`src/rtl/systolic_mac_ctrl.sv`:
```
// Sequencer for a ROWS x COLS weight-stationary systolic MAC array.
// A job loads one weight tile, streams num_vec activation vectors through the
// array, then drains the skewed pipeline. Every output is a flop whose next
// value is derived from the next state, so outputs line up with their state.
module systolic_mac_ctrl #(
  parameter int ROWS    = 4,
  parameter int COLS    = 4,
  parameter int MAX_VEC = 256,
  parameter int VEC_W   = $clog2(MAX_VEC + 1),
  localparam int AW     = (ROWS > 1) ? $clog2(ROWS) : 1
) (
  input  logic             clk,
  input  logic             rst,
  input  logic             start,
  input  logic [VEC_W-1:0] num_vec,
  output logic             busy,
  output logic             done,
  output logic             prefetch,
  output logic             conv,
  output logic             w_rd_en,
  output logic [AW-1:0]    w_rd_addr,
  output logic             a_rd_en,
  output logic [VEC_W-1:0] a_rd_addr,
  output logic             p_valid,
  output logic [VEC_W-1:0] p_idx
);

  // The phase counter must reach num_vec+ROWS+COLS-1 for the largest job.
  localparam int CNT_W = $clog2(MAX_VEC + ROWS + COLS + 1);

  localparam logic [CNT_W-1:0] ROWS_C  = CNT_W'(ROWS);
  localparam logic [CNT_W-1:0] COLS_C  = CNT_W'(COLS);
  localparam logic [CNT_W-1:0] ONE_C   = CNT_W'(1);
  localparam logic [VEC_W-1:0] MAXV_C  = VEC_W'(MAX_VEC);

  typedef enum logic [1:0] {
    ST_IDLE,
    ST_PREFETCH,
    ST_CONV,
    ST_DONE
  } state_t;

  state_t             state_q, state_d;
  logic [CNT_W-1:0]   cnt_q, cnt_d;
  logic [VEC_W-1:0]   num_vec_q, num_vec_d;

  logic               busy_q, busy_d;
  logic               done_q, done_d;
  logic               prefetch_q, prefetch_d;
  logic               conv_q, conv_d;
  logic               w_rd_en_q, w_rd_en_d;
  logic [AW-1:0]      w_rd_addr_q, w_rd_addr_d;
  logic               a_rd_en_q, a_rd_en_d;
  logic [VEC_W-1:0]   a_rd_addr_q, a_rd_addr_d;
  logic               p_valid_q, p_valid_d;
  logic [VEC_W-1:0]   p_idx_q, p_idx_d;

  logic [CNT_W-1:0]   conv_last_k;
  logic [CNT_W-1:0]   nv_ext_d;

  // Last CONV cycle index for the latched job: num_vec+ROWS+COLS-1.
  assign conv_last_k = CNT_W'(num_vec_q) + ROWS_C + COLS_C - ONE_C;

  // Next-state and phase counter; start is only looked at in IDLE.
  always_comb begin
    state_d   = state_q;
    cnt_d     = cnt_q;
    num_vec_d = num_vec_q;
    case (state_q)
      ST_IDLE: begin
        if (start) begin
          num_vec_d = (num_vec > MAXV_C) ? MAXV_C : num_vec;
          cnt_d     = '0;
          state_d   = ST_PREFETCH;
        end
      end
      ST_PREFETCH: begin
        if (cnt_q == ROWS_C - ONE_C) begin
          cnt_d   = '0;
          state_d = (num_vec_q == '0) ? ST_DONE : ST_CONV;
        end else begin
          cnt_d = cnt_q + ONE_C;
        end
      end
      ST_CONV: begin
        if (cnt_q == conv_last_k) begin
          cnt_d   = '0;
          state_d = ST_DONE;
        end else begin
          cnt_d = cnt_q + ONE_C;
        end
      end
      ST_DONE: begin
        cnt_d   = '0;
        state_d = ST_IDLE;
      end
      default: begin
        cnt_d   = '0;
        state_d = ST_IDLE;
      end
    endcase
  end

  // Output decode from the upcoming state/count so the registered outputs
  // are valid in the same cycle the state they describe is entered.
  always_comb begin
    busy_d      = 1'b0;
    done_d      = 1'b0;
    prefetch_d  = 1'b0;
    conv_d      = 1'b0;
    w_rd_en_d   = 1'b0;
    w_rd_addr_d = '0;
    a_rd_en_d   = 1'b0;
    a_rd_addr_d = '0;
    p_valid_d   = 1'b0;
    p_idx_d     = '0;
    nv_ext_d    = CNT_W'(num_vec_d);
    case (state_d)
      ST_PREFETCH: begin
        busy_d      = 1'b1;
        prefetch_d  = 1'b1;
        w_rd_en_d   = 1'b1;
        w_rd_addr_d = AW'(ROWS_C - ONE_C - cnt_d);
      end
      ST_CONV: begin
        busy_d = 1'b1;
        conv_d = 1'b1;
        if (cnt_d < nv_ext_d) begin
          a_rd_en_d   = 1'b1;
          a_rd_addr_d = VEC_W'(cnt_d);
        end
        if ((cnt_d >= ROWS_C + ONE_C) && (cnt_d <= ROWS_C + nv_ext_d)) begin
          p_valid_d = 1'b1;
          p_idx_d   = VEC_W'(cnt_d - ROWS_C - ONE_C);
        end
      end
      ST_DONE: begin
        done_d = 1'b1;
      end
      default: begin
      end
    endcase
  end

  // State, counter, latched job length and all output flops; reset clears everything.
  always_ff @(posedge clk or negedge rst) begin
    if (!rst) begin
      state_q     <= ST_IDLE;
      cnt_q       <= '0;
      num_vec_q   <= '0;
      busy_q      <= 1'b0;
      done_q      <= 1'b0;
      prefetch_q  <= 1'b0;
      conv_q      <= 1'b0;
      w_rd_en_q   <= 1'b0;
      w_rd_addr_q <= '0;
      a_rd_en_q   <= 1'b0;
      a_rd_addr_q <= '0;
      p_valid_q   <= 1'b0;
      p_idx_q     <= '0;
    end else begin
      state_q     <= state_d;
      cnt_q       <= cnt_d;
      num_vec_q   <= num_vec_d;
      busy_q      <= busy_d;
      done_q      <= done_d;
      prefetch_q  <= prefetch_d;
      conv_q      <= conv_d;
      w_rd_en_q   <= w_rd_en_d;
      w_rd_addr_q <= w_rd_addr_d;
      a_rd_en_q   <= a_rd_en_d;
      a_rd_addr_q <= a_rd_addr_d;
      p_valid_q   <= p_valid_d;
      p_idx_q     <= p_idx_d;
    end
  end

  assign busy      = busy_q;
  assign done      = done_q;
  assign prefetch  = prefetch_q;
  assign conv      = conv_q;
  assign w_rd_en   = w_rd_en_q;
  assign w_rd_addr = w_rd_addr_q;
  assign a_rd_en   = a_rd_en_q;
  assign a_rd_addr = a_rd_addr_q;
  assign p_valid   = p_valid_q;
  assign p_idx     = p_idx_q;

endmodule

```
`config.mk`:
```
export PLATFORM = sky130hd
export DESIGN_NAME = systolic_mac_ctrl
export DESIGN_NICKNAME = d
export VERILOG_FILES = /design/src/rtl/systolic_mac_ctrl.sv
export SDC_FILE = /design/constraint.sdc
export NUM_CORES = 1
export LEC_CHECK = 0
export CAP_MARGIN = 20
export CORE_MARGIN = 5
export CORE_UTILIZATION = 40
export CTS_CLUSTER_SIZE = 28
export DETAILED_ROUTE_END_ITERATION = 12
export PLACE_DENSITY_LB_ADDON = 0.1
export SKIP_CTS_REPAIR_TIMING = 1
export SYNTH_ARGS = -nofsm -noshare
export SYNTH_HDL_FRONTEND = slang
export SYNTH_SLANG_ARGS = --single-unit
```
`constraint.sdc`:
```
create_clock -name clk -period 9.3 [get_ports clk]
set_input_delay 2.325 -clock clk [delete_from_list [all_inputs] [get_ports clk]]
set_output_delay 2.325 -clock clk [all_outputs]
set_load 0.01 [all_outputs]
```
Word-level counts from Yosys, hierarchy flattened
Cells that the tools add are included.
Cells by class
  add/sub/neg operators: 8
  magnitude comparators: 4
  equal/unequal tests: 8
  mux-type cells: 25
  reductions and logical operators: 4
Operators by type and width (number)
  $mux W9: 10
  $pmux W9 S4: 1
  $add A9 B3 Y9 const B: 2
  $sub A9 B1 Y9 const B: 2
  $add A3 B9 Y9 const A: 1
  $add A9 B1 Y9 const B: 1
  $eq A9 B2 Y1 const B: 1
  $eq A9 B9 Y1: 1
  $ge A9 B3 Y1 const B: 1
  $gt A9 B9 Y1 const B: 1
  $le A9 B9 Y1: 1
  $logic_not A9 Y1: 1
  $lt A9 B9 Y1: 1
  $mux W1: 9
  $sub A9 B3 Y9 const B: 1
  $eq A2 B2 Y1 const B: 4
  $mux W2: 4
  $pmux W2 S4: 1
  $eq A2 B1 Y1 const B: 2
  $logic_not A2 Y1: 1
  $reduce_or A2 Y1: 1
  $sub A2 B2 Y2 const A: 1
  $logic_and A1 B1 Y1: 1
Storage, ports and cells
  register bits: 46
  output and inout port bits: 27
  word-level logic and storage cells: 61

Depth between registers and ports, before layout
  depth after elaboration: 10
  mapped depth: 21

Worst setup path after synthesis
Ideal clock, no wire load.
  kind: in2reg
  start: input port start
  end: register p_idx_q[5] (netlist: p_idx[5])
  setup time: 0.101 ns
  arrival time: 4.997 ns
  data required time: 9.199 ns
  setup slack: 4.202 ns
  stages on the path: 15
  path through: nand2_1 clkbuf_1 a21oi_1 inv_1 ha_1 inv_1 ha_1 a21boi_0 o21a_1 o21a_1 o21a_1 o21a_1 o31a_1 buf_1 nor4_1
Between the ends
  longest elaborated chain between the ends: 7
  elaborated cells between the ends (all ways): 15
RTL lines
  start: declaration: line 14  | input logic start,
  $mux W9: line 71  | if (start) begin
  $mux W9: line 69  | case (state_q)
  named net num_vec_d[2]: line 45  | logic [VEC_W-1:0] num_vec_q, num_vec_d;
  $add A3 B9 Y9: line 132  | if ((cnt_d >= ROWS_C + ONE_C) && (cnt_d <= ROWS_C + nv_ext_d)) begin
  $le A9 B9 Y1: line 132
  $logic_and A1 B1 Y1: line 132
  $mux W9: line 132
  $mux W9: line 118  | case (state_d)
  named net p_idx_d[5]: line 56  | logic [VEC_W-1:0] p_idx_q, p_idx_d;
  end signal: assignment: line 174  | p_idx_q <= p_idx_d;
  end: declaration: line 56
The timed path passes the listed nets, and every way through them passes these cells.

Final worst setup path
  start: input port start
  end: register p_idx_q[5] (netlist: p_idx[5])
Between the ends
  elaborated cells between the ends (all ways): 15
RTL lines
  $mux W9 (*): line 71
  $pmux W9 S4 (*): line 69
  named net cnt_d[1]: line 44  | logic [CNT_W-1:0] cnt_q, cnt_d;
  $sub A9 B3 Y9, or another cell as far along: line 134  | p_idx_d = VEC_W'(cnt_d - ROWS_C - ONE_C);
  $sub A9 B1 Y9 or $logic_and A1 B1 Y1 (tied branches): line 134, 132
  $mux W9 (*): line 132
  $mux W9 (*): line 118
  named net p_idx_d[5]: line 56
The timed path passes the listed nets; every way through them passes the cells marked *.

==> metrics.txt <==
run status=finished clean; headroom to the max-slew limit=33.2%; number of detailed-routing iterations run before antenna repair=4; Total Die Area=0.00958 mm²; number of different library cells in the post-synthesis netlist=62; area of the placeable core=0.00761 mm²; total of max-cap violations=0; largest net degree at the start of global routing=47; Starting Density=40.6%; cells after synthesis=328; clock sink total=46; most frequent cells in the layout=dfrtp_1 (46), clkdlybuf4s50_1 (37), ha_1 (24); vias per inst=5.47; total length of routed wires=7.43 mm; sequential-to-total area share from yosys stat=37.3%; number of flops mapped to enable cells by yosys=0; CTS tree=built; worst-path fanout max=10; CTS Root Cell=clkbuf_8; vertical die dimension=97.9 µm; count of antenna diodes in the layout=0; global-route wire length before repair=12.8 mm; data arrival time of the critical path=5.97 ns; unrepaired setup endpoints after global routing=false; synth warn=0; CTS buffer count=5; Hold WS=0.688 ns; final worst-path cycle share=62.1%; gpl congestion=0.901; total track usage=16.2%; row count=32; Worst setup SP type=input port; Yosys top cell by area=dfrtp_1; number of H-tree levels=2; area share of the largest cell type after synthesis=37.3%; final net count=396; initial antenna violation count=0; final antenna-violating net count=0; worst-margin pin slew=0.999 ns; critical path's slowest cell=nor3_1; IR Drop Worst-Case VDD=0.0539 mV; Port-buffer cells=38; worst hold-check path type=flip-flop to flip-flop; multiplexer area fraction after synthesis=0.648%; total gr overflow=0; 1st-iter DRT viols=98; clock transition time at the flip-flop clock pins of the worst setup and hold paths=0.09 ns; data required time at the worst endpoint=9.49 ns; share of async-settable or async-resettable flops after synthesis=100%; area share of and/or/nand/nor cells after synthesis=21.8%; final-layout setup total negative slack=0 ns; power density over cell area=90.8 mW/mm²; Min Clock Period, post-route=5.78 ns; die extent in x=97.9 µm; crit-path cells=clkdlybuf4s50_1 > nor3_1 > a21oi_1 > inv_1 > ha_1 > nor2b_1 > o21bai_1 > a21boi_0 > o21a_1 > o21a_1 > o21a_1 > o21a_1 > o31a_1 > nor4_1; final setup violating endpoints=0; DRC viols=0; per-instance average area after synthesis=9.42 µm²; total nets after synthesis=364; Worst Path Class, Setup=input port to flip-flop; area share of fa/ha/maj cells after synthesis=9.72%; fraction of layout cells with a size suffix above 1=5.82%; most common flop cell mapped by yosys=dfrtp_1; commonest non-fill, non-tap cell in the layout=dfrtp_1; post-DP HPWL=5.64 mm; Max Freq=173 MHz; skew final=0.00910 ns; number of I/O pins=39; main combinational cell family by area after synthesis=simple AND/OR/NAND/NOR gates; Worst path most repeated cell=o21a_1; cells taking the most area after synthesis=dfrtp_1 (37%), ha_1 (9.7%), xnor2_1 (6.2%); buffer levels on the longest clock path=2; xor-xnor portion of the synthesized cell area=7.94%; number of register bits inferred by synthesis=46; summed instance area of the synthesized netlist=0.00309 mm²; mean routed wirelength per cell=16.0 µm; fraction of the core area covered by cells at the end of the flow=48.0%; clock latency on the worst-skew pair=0.30 ns; total via count after detailed routing=2534; Lkg Pwr=1.50 nW; final hold viol count=0; category of the worst setup path capture point=flip-flop; maximum cell stage delay along the critical path=0.68 ns; complex-gate fraction of the synthesized area=17.8%; vias in the first global route=2595; Final Max Tran Viols=0; area overhead of the layout relative to synthesis=18.1%
sequential cells by signal, indices dropped and copies added (netlist names):
register / flops
done: 1
conv: 1
a_rd_addr: 9
w_rd_en: 1
busy: 1
state_q: 2
p_valid: 1
a_rd_en: 1
cnt_q: 9
p_idx: 9
num_vec_q: 9
w_rd_addr: 2
through the flow:
step | setup WS [ns] | power [mW] | cells | area, µm²
global route | 3.17 | 0.345 | 463 | 3650
detailed placement | 3.24 | 0.214 | 454 | 3540
CTS | 3.55 | 0.337 | 462 | 3630
finish | 3.52 | 0.332 | 463 | 3650
floorplan | 4.20 | 0.205 | 328 | 3090
global placement | 3.30 | 0.214 | 454 | 3540
power by group:
group          total (mW)  internal, mW  switching (mW)
combinational      0.0107       0.00536         0.00533
clock               0.121        0.0532          0.0679
sequential          0.200         0.200               0
total               0.332         0.258          0.0733
cell usage after synthesis, drive strengths merged (3+ instances only):
cell type	n
nor3	17
a211oi	5
o21ai	15
nor2b	8
ha	24
nor3b	10
o31ai	3
nand3	11
o21a	15
nand2	21
buf	5
nor2	10
o211ai	3
nor4	6
nand2b	11
dfrtp	46
xnor2	22
nand4	3
a21oi	8
or3	4
clkbuf	12
xor2	6
inv	21
per-layer routing:
layer,track usage [%],vias to the layer above,wire length [µm]
met1,21.3,1226,3400
met4,3.94,0,104
met5,0,-,0
li1,-,1245,-
met2,27.6,53,3590
met3,3.14,10,331
final timing paths:
path / from / to / slack [ns] / cells after the start
setup reg to reg: num_vec_q[0]$_DFF_PN0_ / p_idx[5]$_DFF_PN0_ / 4.24 / 20
min in group asynchronous: rst / cnt_q[2]$_DFF_PN0_ / 1.98 / 1
setup / recovery: start / p_idx[5]$_DFF_PN0_ / 3.52 / 14
hold reg to reg: num_vec_q[7]$_DFF_PN0_ / num_vec_q[7]$_DFF_PN0_ / 0.69 / 2
hold / removal: num_vec_q[7]$_DFF_PN0_ / num_vec_q[7]$_DFF_PN0_ / 0.69 / 2
max in group asynchronous: rst / conv$_DFF_PN0_ / 6.81 / 2
critical path: cells and delay by family:
| kind | cells | cell delay [ns] |
|---|---|---|
| AOI/OAI and AO/OA | 8 | 1.62 |
| and+or+nand+nor | 3 | 1.15 |
| buffers and inverters | 2 | 0.61 |
| adders and majority gates | 1 | 0.25 |
area by class of cell:
cell class	count	area [µm²]
Clock buffer	6	72.6
Clock inverter	2	13.8
Fill cell	731	3960
Inverter	21	78.8
Multi-Input combinational cell	244	1790
Sequential cell	46	1150
Tap cell	102	128
Timing Repair Buffer	42	418
kinds of logic (layout without fill, tap and decap cells):
family | count (synthesis) | count (layout)
XOR/XNOR | 28 | 28
flip-flops | 46 | 46
buffers and inverters | 38 | 71
adder cells (fa/ha/maj) | 24 | 24
AO/OA/AOI/OAI | 74 | 74
AND/OR/NAND/NOR | 116 | 116
multiplexers | 2 | 2
No activity file was read; power rests on OpenSTA's default activity.
